==> config.mk <==
export PLATFORM = sky130hd
export DESIGN_NAME = branch_pred_track
export DESIGN_NICKNAME = d
export VERILOG_FILES = /design/src/rtl/branch_pred_track.sv
export SDC_FILE = /design/constraint.sdc
export NUM_CORES = 1
export LEC_CHECK = 0
export ABC_AREA = 1
export CELL_PAD_IN_SITES_DETAIL_PLACEMENT = 1
export CELL_PAD_IN_SITES_GLOBAL_PLACEMENT = 2
export CORE_MARGIN = 2
export CORE_UTILIZATION = 32
export DETAILED_ROUTE_END_ITERATION = 7
export MAX_ROUTING_LAYER = met4
export PLACE_DENSITY_LB_ADDON = 0.1
export SLEW_MARGIN = 15
export SYNTH_ARGS = -nofsm -noshare
export SYNTH_HDL_FRONTEND = slang
export SYNTH_SLANG_ARGS = --single-unit
==> constraint.sdc <==
create_clock -name cpu_clk -period 5.12 [get_ports cpu_clk]
set_clock_uncertainty 0.05 [all_clocks]
set_input_delay 1.024 -clock cpu_clk [delete_from_list [all_inputs] [get_ports cpu_clk]]
set_output_delay 1.024 -clock cpu_clk [all_outputs]
set_load 0.005 [all_outputs]
==> src/rtl/branch_pred_track.sv <==
// ---------------------------------------------------------------------------
// branch_pred_track
//
// Tracks conditional branches between decode and execute so the prediction
// made at fetch can be checked once the branch resolves. Each decoded branch
// is pushed into a small FIFO together with the 2-bit predictor counter it was
// fetched with. When EX resolves a branch, the oldest entry is popped and its
// predicted direction (counter MSB) is compared with the real outcome.
//
// A wrong direction, or a resolved PC that does not match the queue head,
// produces a one-cycle fetch redirect and clears every younger entry.
//
// Ports
//   cpu_clk           clock, rising edge
//   cpu_rstn          asynchronous active-low reset
//   enq_valid         decoded conditional branch leaving ID
//   enq_pred[1:0]     predictor counter captured at fetch for that branch
//   enq_pc[AW-1:0]    PC of that branch
//   enq_ready         queue can accept an entry (combinational)
//   branch_ex         branch resolved in EX this cycle
//   branch_taken_ex   resolved direction
//   branch_pc_ex      PC of resolved branch
//   branch_target_ex  resolved taken target
//   pipe_flush        external flush (trap / interrupt)
//   mispredict_flush  one-cycle redirect request (registered)
//   redirect_pc       fetch restart address (registered, holds between redirects)
//   queue_empty       no entries held (combinational)
//   track_err         sticky tracking error (registered)
//   branch_cnt        resolved-branch counter, saturating
//   mispred_cnt       mispredict counter, saturating
// ---------------------------------------------------------------------------
`ifndef ADDR_WIDTH
`define ADDR_WIDTH 32
`endif

module branch_pred_track #(
  parameter int DEPTH = 4,
  parameter int AW    = `ADDR_WIDTH
) (
  input  logic          cpu_clk,
  input  logic          cpu_rstn,
  input  logic          enq_valid,
  input  logic [1:0]    enq_pred,
  input  logic [AW-1:0] enq_pc,
  output logic          enq_ready,
  input  logic          branch_ex,
  input  logic          branch_taken_ex,
  input  logic [AW-1:0] branch_pc_ex,
  input  logic [AW-1:0] branch_target_ex,
  input  logic          pipe_flush,
  output logic          mispredict_flush,
  output logic [AW-1:0] redirect_pc,
  output logic          queue_empty,
  output logic          track_err,
  output logic [31:0]   branch_cnt,
  output logic [31:0]   mispred_cnt
);

  localparam int PW = $clog2(DEPTH);
  localparam int CW = PW + 1;
  localparam logic [CW-1:0] FULL_CNT = CW'(DEPTH);

  // Entry storage. Contents are never reset; only pointers/count define
  // which slots are live.
  logic [1:0]    pred_mem [DEPTH];
  logic [AW-1:0] pc_mem   [DEPTH];

  logic [PW-1:0] wr_ptr;
  logic [PW-1:0] rd_ptr;
  logic [CW-1:0] count;

  logic [1:0]    head_pred;
  logic [AW-1:0] head_pc;
  logic          pop;
  logic          push;
  logic          pc_err;
  logic          empty_err;
  logic          mispredict;
  logic          unused_pred_lsb;

  assign enq_ready   = (count < FULL_CNT);
  assign queue_empty = (count == '0);

  assign head_pred = pred_mem[rd_ptr];
  assign head_pc   = pc_mem[rd_ptr];

  // Only the counter MSB (direction) matters here; the LSB rides along so the
  // entry keeps the full counter value.
  assign unused_pred_lsb = head_pred[0];

  // pipe_flush outranks everything: a resolving branch in the same cycle is
  // discarded, so it neither pops, counts nor raises errors.
  assign pop        = branch_ex && !queue_empty && !pipe_flush;
  assign empty_err  = branch_ex &&  queue_empty && !pipe_flush;
  assign pc_err     = pop && (branch_pc_ex != head_pc);
  assign mispredict = pop && ((branch_taken_ex != head_pred[1]) || pc_err);

  // enq_ready is evaluated on the pre-pop count, so a full queue refuses an
  // entry even when a pop frees a slot in the same cycle. An enqueue alongside
  // a mispredict is younger than the bad branch and therefore wrong-path.
  assign push = enq_valid && enq_ready && !pipe_flush && !mispredict;

  always_ff @(posedge cpu_clk) begin
    if (push) begin
      pred_mem[wr_ptr] <= enq_pred;
      pc_mem[wr_ptr]   <= enq_pc;
    end
  end

  always_ff @(posedge cpu_clk or negedge cpu_rstn) begin
    if (!cpu_rstn) begin
      wr_ptr           <= '0;
      rd_ptr           <= '0;
      count            <= '0;
      mispredict_flush <= 1'b0;
      redirect_pc      <= '0;
      track_err        <= 1'b0;
      branch_cnt       <= '0;
      mispred_cnt      <= '0;
    end else begin
      mispredict_flush <= mispredict;

      if (pipe_flush || mispredict) begin
        wr_ptr <= '0;
        rd_ptr <= '0;
        count  <= '0;
      end else begin
        if (push) begin
          wr_ptr <= wr_ptr + PW'(1);
        end
        if (pop) begin
          rd_ptr <= rd_ptr + PW'(1);
        end
        case ({push, pop})
          2'b10:   count <= count + CW'(1);
          2'b01:   count <= count - CW'(1);
          default: count <= count;
        endcase
      end

      // Fall-through address wraps naturally at 2^AW.
      if (mispredict) begin
        redirect_pc <= branch_taken_ex ? branch_target_ex
                                       : (branch_pc_ex + AW'(4));
      end

      if (pc_err || empty_err) begin
        track_err <= 1'b1;
      end

      if (pop && (branch_cnt != 32'hFFFF_FFFF)) begin
        branch_cnt <= branch_cnt + 32'd1;
      end
      if (mispredict && (mispred_cnt != 32'hFFFF_FFFF)) begin
        mispred_cnt <= mispred_cnt + 32'd1;
      end
    end
  end

endmodule

Word level (Yosys, flattened, before mapping)
Memory sizes are Yosys's and may differ from the RTL's.
Index checks and enable logic that the tools add are counted.
{ "totals": {"mem_bits_rw": 136, "n_memories": 2, "reg_bits": 105, "in_bits": 104} }
{ "classes": {"order_cmp": 1, "eq_ne": 6, "muxes": 9, "reduce_logical": 21, "n_addsub": 7} }
{ "memory_table": {"columns": ["name", "words", "width", "rd", "rd_clocked_by_memory_dff", "write_ports", "line", "text"], "rows": [
  ["pc_mem", 4, 32, 1, 0, 1, "66", "logic [AW-1:0] pc_mem [DEPTH];"],
  ["pred_mem", 4, 2, 1, 0, 1, "65", "logic [1:0] pred_mem [DEPTH];"]
]} }
{ "op_table": {"columns": ["operator", "n"], "rows": [
  ["$add 32x1->32 const B", 2],
  ["$ne 32x32->1 const B", 2],
  ["$add 32x3->32 const B", 1],
  ["$mux 32", 1],
  ["$ne 32x32->1", 1],
  ["$logic_and 1x1->1", 11],
  ["$mux 2", 4],
  ["$pmux 3 s2", 1],
  ["$add 2x1->2 const B", 2],
  ["$reduce_bool 2->1", 2],
  ["$add 3x1->3 const B", 1],
  ["$logic_not 1->1", 3],
  ["$logic_not 3->1", 1],
  ["$logic_or 1x1->1", 3],
  ["$lt 3x3->1 const B", 1],
  ["$mux 3", 1],
  ["$reduce_bool 3->1", 1],
  ["$sub 3x1->3 const B", 1],
  ["$eq 2x1->1 const B", 1],
  ["$eq 2x2->1 const B", 1],
  ["$mux 1", 2],
  ["$ne 1x1->1", 1]
]} }

Logic depth before layout (Yosys ltp)
Gate-level depths: netlist of run 1.
{ "logic_depth": {"word_depth": 12, "ltp_mapped": 21} }

Least setup slack after synthesis of run 1
OpenSTA, ideal clock, no wires.
{ "synth_timing": {"path_kind": "in2reg", "start": "input branch_taken_ex", "end": "memory pc_mem[0][0] in the netlist's numbering, enable pin", "n_path_buf": 2, "arrival_ns": 3.370, "setup_ns": 0.423, "slack_ns": 1.277, "cell_stages": 8, "path_cell_list": "clkbuf_1 inv_1 xor2_1 nand3_2 nand2_2 buf_6 nand2_2 nor2_1"} }
{ "synth_between": {"elab_chain_len": 7} }
{ "synth_lines": {"columns": ["item", "line", "text"], "rows": [
  ["start: declaration", "47", "input logic branch_taken_ex,"],
  ["$ne 1x1->1", "96", "assign mispredict = pop && ((branch_taken_ex != head_pred[1]) || pc_err);"],
  ["$logic_or 1x1->1", "96", null],
  ["$logic_and 1x1->1", "96", null],
  ["$logic_not 1->1", "101", "assign push = enq_valid && enq_ready && !pipe_flush && !mispredict;"],
  ["$logic_and 1x1->1", "101", null],
  ["$mux 1", "104", "if (push) begin"],
  ["$mux 1 (implied by the code)", "106", "pc_mem[wr_ptr] <= enq_pc;"],
  ["end: declaration", "66", null]
]} }
Every way passes these cells.

Worst setup path in the final report of run 1
{ "layout_timing": {"start": "register rd_ptr[0]", "end": "register mispred_cnt[13]"} }
{ "layout_between": {"elab_chain_len": 6, "elab_cells_between_ends": 8, "classes_between": "eq/ne: 2; reduce/logical: 4; memory: 2"} }
{ "layout_lines": {"columns": ["item", "line", "text"], "rows": [
  ["start: declaration", "69", "logic [PW-1:0] rd_ptr;"],
  ["start signal: assignment", "132", "rd_ptr <= rd_ptr + PW'(1);"],
  ["$mem_v2 4x32", null, null],
  ["$ne 32x32->1", "95", "assign pc_err = pop && (branch_pc_ex != head_pc);"],
  ["$logic_and 1x1->1", "95", null],
  ["$logic_or 1x1->1 (*)", "96", null],
  ["$logic_and 1x1->1 (*)", "96", null],
  ["$logic_and 1x1->1 (*)", "154", "if (mispredict && (mispred_cnt != 32'hFFFF_FFFF)) begin"],
  ["end signal: assignment", "155", "mispred_cnt <= mispred_cnt + 32'd1;"],
  ["end: declaration", "56", "output logic [31:0] mispred_cnt"]
]} }
Every way passes the cells marked *; elsewhere a longest branch is shown, timed or not.
A chain may end at the register's enable or synchronous reset.

==> flow_summary.ini, run 1 <==
[logic_synthesis]
syn_inst = 1298
synth_fa_ha_area_frac = 0.00918
synthesis.area_sq_um = 11700
synth-simple-area-share = 0.272
synthXorXnorAreaFrac = 0.0627
ys_seq_area_frac = 0.562
syn-num-nets = 1410
synth_compound_area_frac = 0.0394
synth.ff_latch_count = 237
synth_top_area_frac = 0.338
yosysTopAreaCell = edfxtp_1
ys_types = 37
synth_area_leaders = edfxtp_1 (34%), dfrtp_1 (22%), nand2_1 (13%)
ys_warn_count = 0
syn_area_per_cell_sq_um = 9.04
muxShareOfSynthArea = 0
synth_top_family_by_area = simple AND/OR/NAND/NOR gates

[worst_setup_path]
crit_path_end_kind = flip-flop
critical_path.top_delay_family = simple AND/OR/NAND/NOR gates
path_cells = buf_4 -> nand2_1 -> nand3_1 -> nand3_1 -> nand2_1 -> nand3_1 -> nor2_1 -> nand2_1 -> nor2_2 -> nand3_2 -> nand2_2 -> buf_4 -> inv_2 -> nand2_4 -> inv_2 -> nand3_1 -> xnor2_1
critPathBufInv = 4
critical_path_required_ns = 5.54
worst_path_most_repeated_cell = nand3_1
cp-start-kind = flip-flop
critPathMaxStageDelay_ns = 0.63
cp_max_fo = 67
cp_slowest_cell = buf_4
crit_type = flip-flop to flip-flop
crit_arrival_ns = 4.08

[timing]
tightest_slew_ns = 0.905
fmax_mhz = 273
finalSetupTns_ns = 0
hold_slack_ns = 0.435
hold_violations = 0
rsz0062_at_grt = no
max-slew-margin-rel = 0.392
finalSetupViolCount = 0
layout_min_cycle_time_ns = 3.67
worst_slack_ns = 1.45
fin_crit_sh = 0.717
drv_slew = 0

[placed_design]
dp.final_hpwl_um = 27600
gp_congestion = 0.845
dpl_worst_slack_ns = 0.975
numPortBuffers = 202

[final_layout]
fill_cells = 4184
multi_input_area_sq_um = 4530
drive_gt1_frac = 0.0563
nets = 1618
area_growth_pct = 29.2
seqCellArea_sq_um = 6590
final_core_util = 0.417

[cts]
hold_buffers = 0
ctsLongestPathBuffers = 3
post_cts_buffers = 0
cts_sinks = 237
clockRootBuffer = clkbuf_16
cts_buffers = 28
ctsResizeCount = 0
clkTransAtPathRegs_ns = 0.06
htreeDepth = 1
clock_latency_ns = 0.55
cts_tree = done

[detailed_routing]
ant_nets = 0
drt-vias-per-instance = 4.83
wl_per_cell_um = 19.2
vias = 9665
drcViolationCount = 0
drt_first_iter_violations = 435
wl_um = 38500
first_pass_iters = 5

[floorplan]
io_pins = 204
die_area_sq_um = 38200
rows = 70
fp.coreArea_sq_um = 36300
die_h_um = 195
start_util = 0.323
fp.dieW_um = 195

[global_route]
grt_max_degree = 69
antenna_found_initial = 3
grt_pass1_wl_um = 60500
grt_pass1_vias = 10200
grt_usage = 0.211
grt_overflow = 0

[job]
cap_violations = 0

[power_and_ir_drop]
vdd_drop_max_uv = 258
p_total_mw = 6.69
seqPwrFrac = 0.378
leakagePower_nw = 6.21
clkPwrFrac = 0.294
combPwrFrac = 0.328
p_int_mw = 4.38
p_switching_mw = 2.31
swShare = 0.345
power_density_nw_per_um2 = 441

[min_path]
hp-class = flip-flop to flip-flop

[run_status]
status = completed
==> power by group through the flow <==
stage / Sequential, mW / Clock, mW / Combinational, mW
CTS: 2.53 / 2.03 / 2.25
global route: 2.57 / 2.10 / 2.48
floorplan: 2.53 / 0 / 1.29
detailed placement: 2.57 / 0 / 2.23
finish: 2.53 / 1.97 / 2.20
global placement: 2.56 / 0 / 2.20
==> kinds of logic after synthesis <==
group                      after synthesis
DFF                                    237
and+or+nand+nor                        740
buffers and inverters                  143
AOI/OAI and AO/OA                       86
xor gates and xnor gates                84
adders and majority gates                8
==> cells in the final DEF (no fill, tap or decap), types with 6 or more instances in the layout <==
cell type        count
dfrtp_1            104
clkdlybuf4s50_1    201
edfxtp_1           132
a31oi_1              6
inv_1               97
ha_1                 7
nand3_1            140
nor4_1              18
clkbuf_16           29
xnor2_1             22
a21oi_1             14
xor2_1              62
nand4_1             25
buf_4               15
inv_2                6
nor3_1              28
nand2_1            416
o21ai_0             43
nor2_1              89
clkbuf_1             7
o21ai_1             16
==> path summary, 6_finish.rpt <==
kind / startpoint / to / slack, ns / cells past startpoint
max: rd_ptr[0] / mispred_cnt[13] / 1.45 / 17
min: redirect_pc[11] / redirect_pc[11] / 0.44 / 2
max reg2reg: rd_ptr[0] / mispred_cnt[13] / 1.45 / 17
min reg2reg: redirect_pc[11] / redirect_pc[11] / 0.44 / 2
max in group asynchronous: cpu_rstn / mispredict_flush / 3.59 / 2
min in group asynchronous: cpu_rstn / mispred_cnt[25] / 0.47 / 1
==> flip-flops by register name, summed over array words and instances, names as in the netlist <==
| name | cells |
|---|---|
| redirect_pc | 32 |
| mispred_cnt | 32 |
| track_err | 1 |
| mispredict_flush | 1 |
| count | 3 |
| pc_mem | 128 |
| branch_cnt | 32 |
| rd_ptr | 2 |
| pred_mem | 4 |
| wr_ptr | 2 |
==> metrics by stage <==
stage          std cells  cell area (sq um)
6_report            1999              15200
5_1_grt             1999              15200
4_1_cts             1996              15100
3_5_place_dp        1944              14200
3_3_place_gp        1944              14200
2_1_floorplan       1298              11700
==> worst min-delay path: cells and delay by family (launching register included) <==
kind / cells / cell delay (ns)
and+or+nand+nor: 1 / 0.05
DFF: 1 / 0.34
AOI/OAI and AO/OA: 1 / 0.06
==> area by class of cell <==
class / instances / share of cell area
Sequential cell: 237 / 0.435
Antenna cell: 3 / 0.000495
Clock buffer: 39 / 0.0523
Tap cell: 468 / 0.0386
Inverter: 104 / 0.0259
Multi-Input combinational cell: 918 / 0.299
Timing Repair Buffer: 217 / 0.141
Clock inverter: 13 / 0.00743
==> synthesized netlist by cell type <==
library cell and n:
a21oi_2 3, nand2_4 2, nor2_8 1, nand3_1 140, buf_2 19, edfxtp_1 132
nor3_4 1, xnor2_1 22, o22ai_1 1, nand4_1 25, nor2_2 5, clkbuf_1 8
nor3_2 1, nor3_1 28, o21ai_1 16, nor2_1 93, nor4_1 18, nand2_2 3
nand3_2 1, inv_1 97, fa_1 1, buf_6 8, o21ai_0 43, ha_1 7
inv_4 1, a31oi_1 6, buf_4 4, a21oi_1 14, inv_2 6, xor2_1 62
o21ai_2 1, nand3b_1 5, or2_1 1, a311o_1 1, a22oi_1 1, nand2_1 416
dfrtp_1 105
==> per-layer routing <==
layer  vias up  global-route usage  part of all wire
met5         -                   -                 0
met4         0              0.0399             0.016
met3        43              0.0320             0.050
met2       203               0.331              0.45
met1      4695               0.292              0.48
li1       4724                   -                 -
Power figures use the tool's default switching activity.
==> run 2, diff against run 1 <==
==> constraint.sdc (replaced) <==
create_clock -name cpu_clk -period 3.47 [get_ports cpu_clk]
set_clock_uncertainty 0.05 [all_clocks]
set_input_delay 0.694 -clock cpu_clk [delete_from_list [all_inputs] [get_ports cpu_clk]]
set_output_delay 0.694 -clock cpu_clk [all_outputs]
set_load 0.005 [all_outputs]
==> run 2 against run 1 <==
Net effect: register-to-register slack got worse by 1.1 ns; setup slack got worse by 1.1 ns; count of clock-buffer cells in the layout increased by 1; sequential share of layout area decreased by 0.94 points; die area unchanged; via count increased by 0.68%; global-route usage decreased by 0.21 points; first-iteration DRC count decreased by 16%; final area increased by 2.2%; critical path type unchanged; combinational power increased by 53%.
==> flow_summary.ini, run 2 (synthesis gave the netlist of run 1 again) <==
[final_layout]
largest_register_ffs = 128
final_common_cell = nand2_1
multi_input_area_sq_um = 4530
regMostFlops = pc_mem
drive_gt1_frac = 0.0727
seqCellArea_sq_um = 6590
area_growth_pct = 32.1
final_cell_mix = nand2_1 (416), clkdlybuf4s50_1 (201), nand3_1 (140), edfxtp_1 (132), dfrtp_1 (104)
nets = 1646
fill_cells = 4207
final_core_util = 0.426

[cts]
hold_buffers = 0
clockRootBuffer = clkbuf_16
cts_buffers = 29
post_cts_buffers = 0
clkTransAtPathRegs_ns = 0.06
htreeDepth = 1
clock_latency_ns = 0.55
cts_sinks = 237
cts_tree = done
ctsLongestPathBuffers = 3
ctsResizeCount = 0

[run_status]
status = completed

[detailed_routing]
drt_first_iter_violations = 367
drcViolationCount = 0
vias = 9731
ant_nets = 0
first_pass_iters = 5
wl_per_cell_um = 18.9
wl_um = 38300
drt-vias-per-instance = 4.80

[worst_setup_path]
crit_type = flip-flop to flip-flop
cp_max_fo = 34
critPathMaxStageDelay_ns = 0.47
cp_num_cells = 14
r2r-start = rd_ptr[1]
crit_path_end_kind = flip-flop
critical_path_required_ns = 3.67
crit_arrival_ns = 3.31
critical_path.top_delay_family = simple AND/OR/NAND/NOR gates
reg2reg_slack_ns = 0.37
crit_path_start = rd_ptr[1]
worst_path_most_repeated_cell = nand2_1
critPathBufInv = 2
reg2reg_to = pc_mem[1][24]
endpoint = pc_mem[1][24]
cp-start-kind = flip-flop
cp_slowest_cell = buf_4
r2r_cells = 14
path_cells = buf_4 -> nand3_1 -> nand2_1 -> nand2_1 -> nand2_1 -> nand3_1 -> nor2_1 -> nand2_1 -> nor2_2 -> nand3_2 -> nand2_2 -> nand2_2 -> nor2_4 -> buf_12

[floorplan]
fp.coreArea_sq_um = 36300
fp.dieW_um = 195
die_area_sq_um = 38200
die_h_um = 195
rows = 70
start_util = 0.323
io_pins = 204

[global_route]
grt_max_degree = 65
antenna_found_initial = 4
grt_usage = 0.209
grt_pass1_wl_um = 59900
grt_pass1_vias = 10200
grt_overflow = 0

[power_and_ir_drop]
leakagePower_nw = 6.38
power_density_nw_per_um2 = 645
vdd_drop_max_uv = 425
p_total_mw = 9.99

[placed_design]
dp.final_hpwl_um = 28000
dpl_worst_slack_ns = 0.0629
numPortBuffers = 202
gp_congestion = 0.864

[timing]
finalSetupViolCount = 0
fmax_mhz = 322
rsz0062_at_grt = no
drv_slew = 0
worst_slack_ns = 0.366
hold_violations = 0
layout_min_cycle_time_ns = 3.10
max-slew-margin-rel = 0.388
hold_slack_ns = 0.209
fin_crit_sh = 0.895
tightest_slew_ns = 0.917

[job]
cap_violations = 0

[min_path]
hp-class = input pin to asynchronous set/reset pin
[run 2: worst min-delay path by stage]
stage / to / slack, ns
after floorplan: branch_cnt[0] / 0.35
after global placement: redirect_pc[31] / 0.42
after detailed placement: redirect_pc[11] / 0.43
after CTS: mispred_cnt[25] / 0.23
after global routing: mispred_cnt[25] / 0.27
final: mispred_cnt[25] / 0.21
[run 2: area by class of cell]
type	count	area share
multi-input combinational	918	0.292
clock inverter	12	0.00711
tap	468	0.0378
timing repair buffer	244	0.160
antenna	4	0.000646
inverter	104	0.0254
clock buffer	40	0.0508
sequential	237	0.426
[run 2: where the power goes]
part	leakage (nW)	switching, mW	internal, mW
combinational	3.41	1.97	1.41
sequential	2.53	0.291	3.44
clock	0.443	1.17	1.72
total	6.38	3.42	6.57
[run 2: per-stage QoR]
stage	TNS [ns]	cell area [sq um]	std cells
after global placement	0	14600	1971
after global routing	0	15500	2027
after detailed placement	0	14600	1971
after floorplan	-18.45	11700	1298
after CTS	0	15500	2023
final	0	15500	2027
[run 2: worst reg2reg max path: cells and delay by family, from the launching register on]
kind / cells / cell delay, ns
flops: 1 / 0.37
simple gates: 12 / 1.71
buf+inv: 2 / 0.67
[run 2: routing by layer]
metal | up-vias | track usage | wire, um
met3 | 45 | 0.0333 | 1710
met4 | 0 | 0.0441 | 606
met2 | 192 | 0.331 | 17500
li1 | 4780 | - | -
met5 | - | - | 0
met1 | 4714 | 0.283 | 18400
==> run 3, diff against run 2 <==
--- a/config.mk
+++ b/config.mk
@@ -8,6 +8,7 @@
 export ABC_AREA = 1
 export CELL_PAD_IN_SITES_DETAIL_PLACEMENT = 1
 export CELL_PAD_IN_SITES_GLOBAL_PLACEMENT = 2
+export CORE_ASPECT_RATIO = 1.75
 export CORE_MARGIN = 2
 export CORE_UTILIZATION = 32
 export DETAILED_ROUTE_END_ITERATION = 7
==> run 3 against run 2 <==
Net effect: maximum frequency up 2.9%; worst hold slack got worse by 0.11 ns; critical path depth rose by 1; final area up 1.1%; critical path type unchanged; largest cell class unchanged; highest routed layer unchanged.
==> flow_summary.ini, run 3 (synthesis gave the netlist of run 1 again) <==
[timing]
max-slew-margin-rel = 0.589
hold_violations = 0
fin_crit_sh = 0.870
layout_min_cycle_time_ns = 3.02
tightest_slew_ns = 0.612
drv_slew = 0
rsz0062_at_grt = no
hold_slack_ns = 0.103
fmax_mhz = 331
finalSetupViolCount = 0

[detailed_routing]
wl_um = 36700
drt-vias-per-instance = 4.77
first_pass_iters = 4
drcViolationCount = 0
wl_per_cell_um = 18.0
drt_first_iter_violations = 264
vias = 9719
ant_nets = 0

[worst_setup_path]
crit_path_end_kind = flip-flop
crit_type = flip-flop to flip-flop
reg2reg_slack_ns = 0.45
cp-start-kind = flip-flop
critical_path_required_ns = 3.66
crit_arrival_ns = 3.21
path_cells = inv_4 -> buf_12 -> nand2_1 -> nand3_1 -> nand2_1 -> nand2_1 -> nand4_1 -> nor2_1 -> nand2_1 -> nor2_2 -> nand3_2 -> nand2_2 -> nand2_2 -> nor2_4 -> buf_12
cp_max_fo = 24
critPathMaxStageDelay_ns = 0.44
critical_path.top_delay_family = simple AND/OR/NAND/NOR gates
worst_path_most_repeated_cell = nand2_1
cp_slowest_cell = dfrtp_2
critPathBufInv = 3

[floorplan]
die_area_sq_um = 38300
start_util = 0.325
io_pins = 204
rows = 92
die_h_um = 257
fp.dieW_um = 149
fp.coreArea_sq_um = 36000

[cts]
cts_buffers = 26
cts_sinks = 237
cts_tree = done
clock_latency_ns = 0.54
clockRootBuffer = clkbuf_16
ctsLongestPathBuffers = 3
htreeDepth = 1
hold_buffers = 0
post_cts_buffers = 0
ctsResizeCount = 0
clkTransAtPathRegs_ns = 0.06

[placed_design]
numPortBuffers = 202
gp_congestion = 0.818
place_area_sq_um = 14700
dp.final_hpwl_um = 27400
placed_cells = 1987

[power_and_ir_drop]
power_density_nw_per_um2 = 644
vdd_drop_max_uv = 431
p_total_mw = 10.1
leakagePower_nw = 6.47

[final_layout]
largest_register_ffs = 128
regMostFlops = pc_mem
final_cell_mix = nand2_1 (416), clkdlybuf4s50_1 (201), nand3_1 (140), edfxtp_1 (132), dfrtp_1 (104)
area_growth_pct = 33.5
nets = 1657
drive_gt1_frac = 0.0831
final_common_cell = nand2_1
fill_cells = 4109
stdcell_count = 2038
fin_area_sq_um = 15700
final_core_util = 0.435

[global_route]
grt_overflow = 0
grt_pass1_wl_um = 57300
grt_max_degree = 68
antenna_found_initial = 3
grt_usage = 0.197
grt_pass1_vias = 10400

[job]
cap_violations = 0

[min_path]
hp-class = input pin to asynchronous set/reset pin

[run_status]
status = completed
-- run 3: cell count changes in the layout (fill, tap and decap cells not counted), sizes merged --
cell and delta:
buf +14, clkbuf -5, clkinv -5, bufinv +3
clkinvlp +3, diode -1
-- run 3: metrics by stage --
| stage | setup TNS (ns) | setup WS, ns |
|---|---|---|
| floorplan | -18.45 | -0.140 |
| global placement | 0 | 0.0980 |
| detailed placement | 0 | 0.0382 |
| CTS | 0 | 0.356 |
| global route | 0 | 0.201 |
| finish | 0 | 0.452 |
-- run 3: worst paths after layout --
| check | cells after the start | from | end |
|---|---|---|---|
| worst min-delay path | 1 | cpu_rstn | redirect_pc[31] |
| worst min register to register | 2 | redirect_pc[6] | redirect_pc[6] |
| max in group asynchronous | 2 | cpu_rstn | redirect_pc[5] |
| worst max-delay path | 15 | rd_ptr[0] | pc_mem[1][2] |
| min in group cpu_clk | 2 | redirect_pc[6] | redirect_pc[6] |
| worst max register to register | 15 | rd_ptr[0] | pc_mem[1][2] |
-- run 3: cell type report --
cell class              count  area, sq um  area share
diodes                      3         7.51    0.000479
clock buffers              35          736      0.0470
clock inverters            13          201      0.0129
inverters                 104          393      0.0251
multi-input cells         918         4530       0.289
flip-flops and latches    237         6590       0.421
well taps                 470          588      0.0375
repair buffers            258         2620       0.167
-- run 3: power breakdown --
group | total, mW | internal (mW) | leakage [nW] | switching (mW)
combinational | 3.36 | 1.45 | 3.49 | 1.91
clock | 3.02 | 1.86 | 0.451 | 1.16
sequential | 3.72 | 3.44 | 2.53 | 0.280
-- run 3: layer usage --
layer	global-route usage	vias to the layer above	share of wire
met5	-	-	0
met4	0.0484	0	0.022
met3	0.0324	47	0.046
met2	0.376	180	0.55
met1	0.210	4695	0.38
li1	-	4797	-
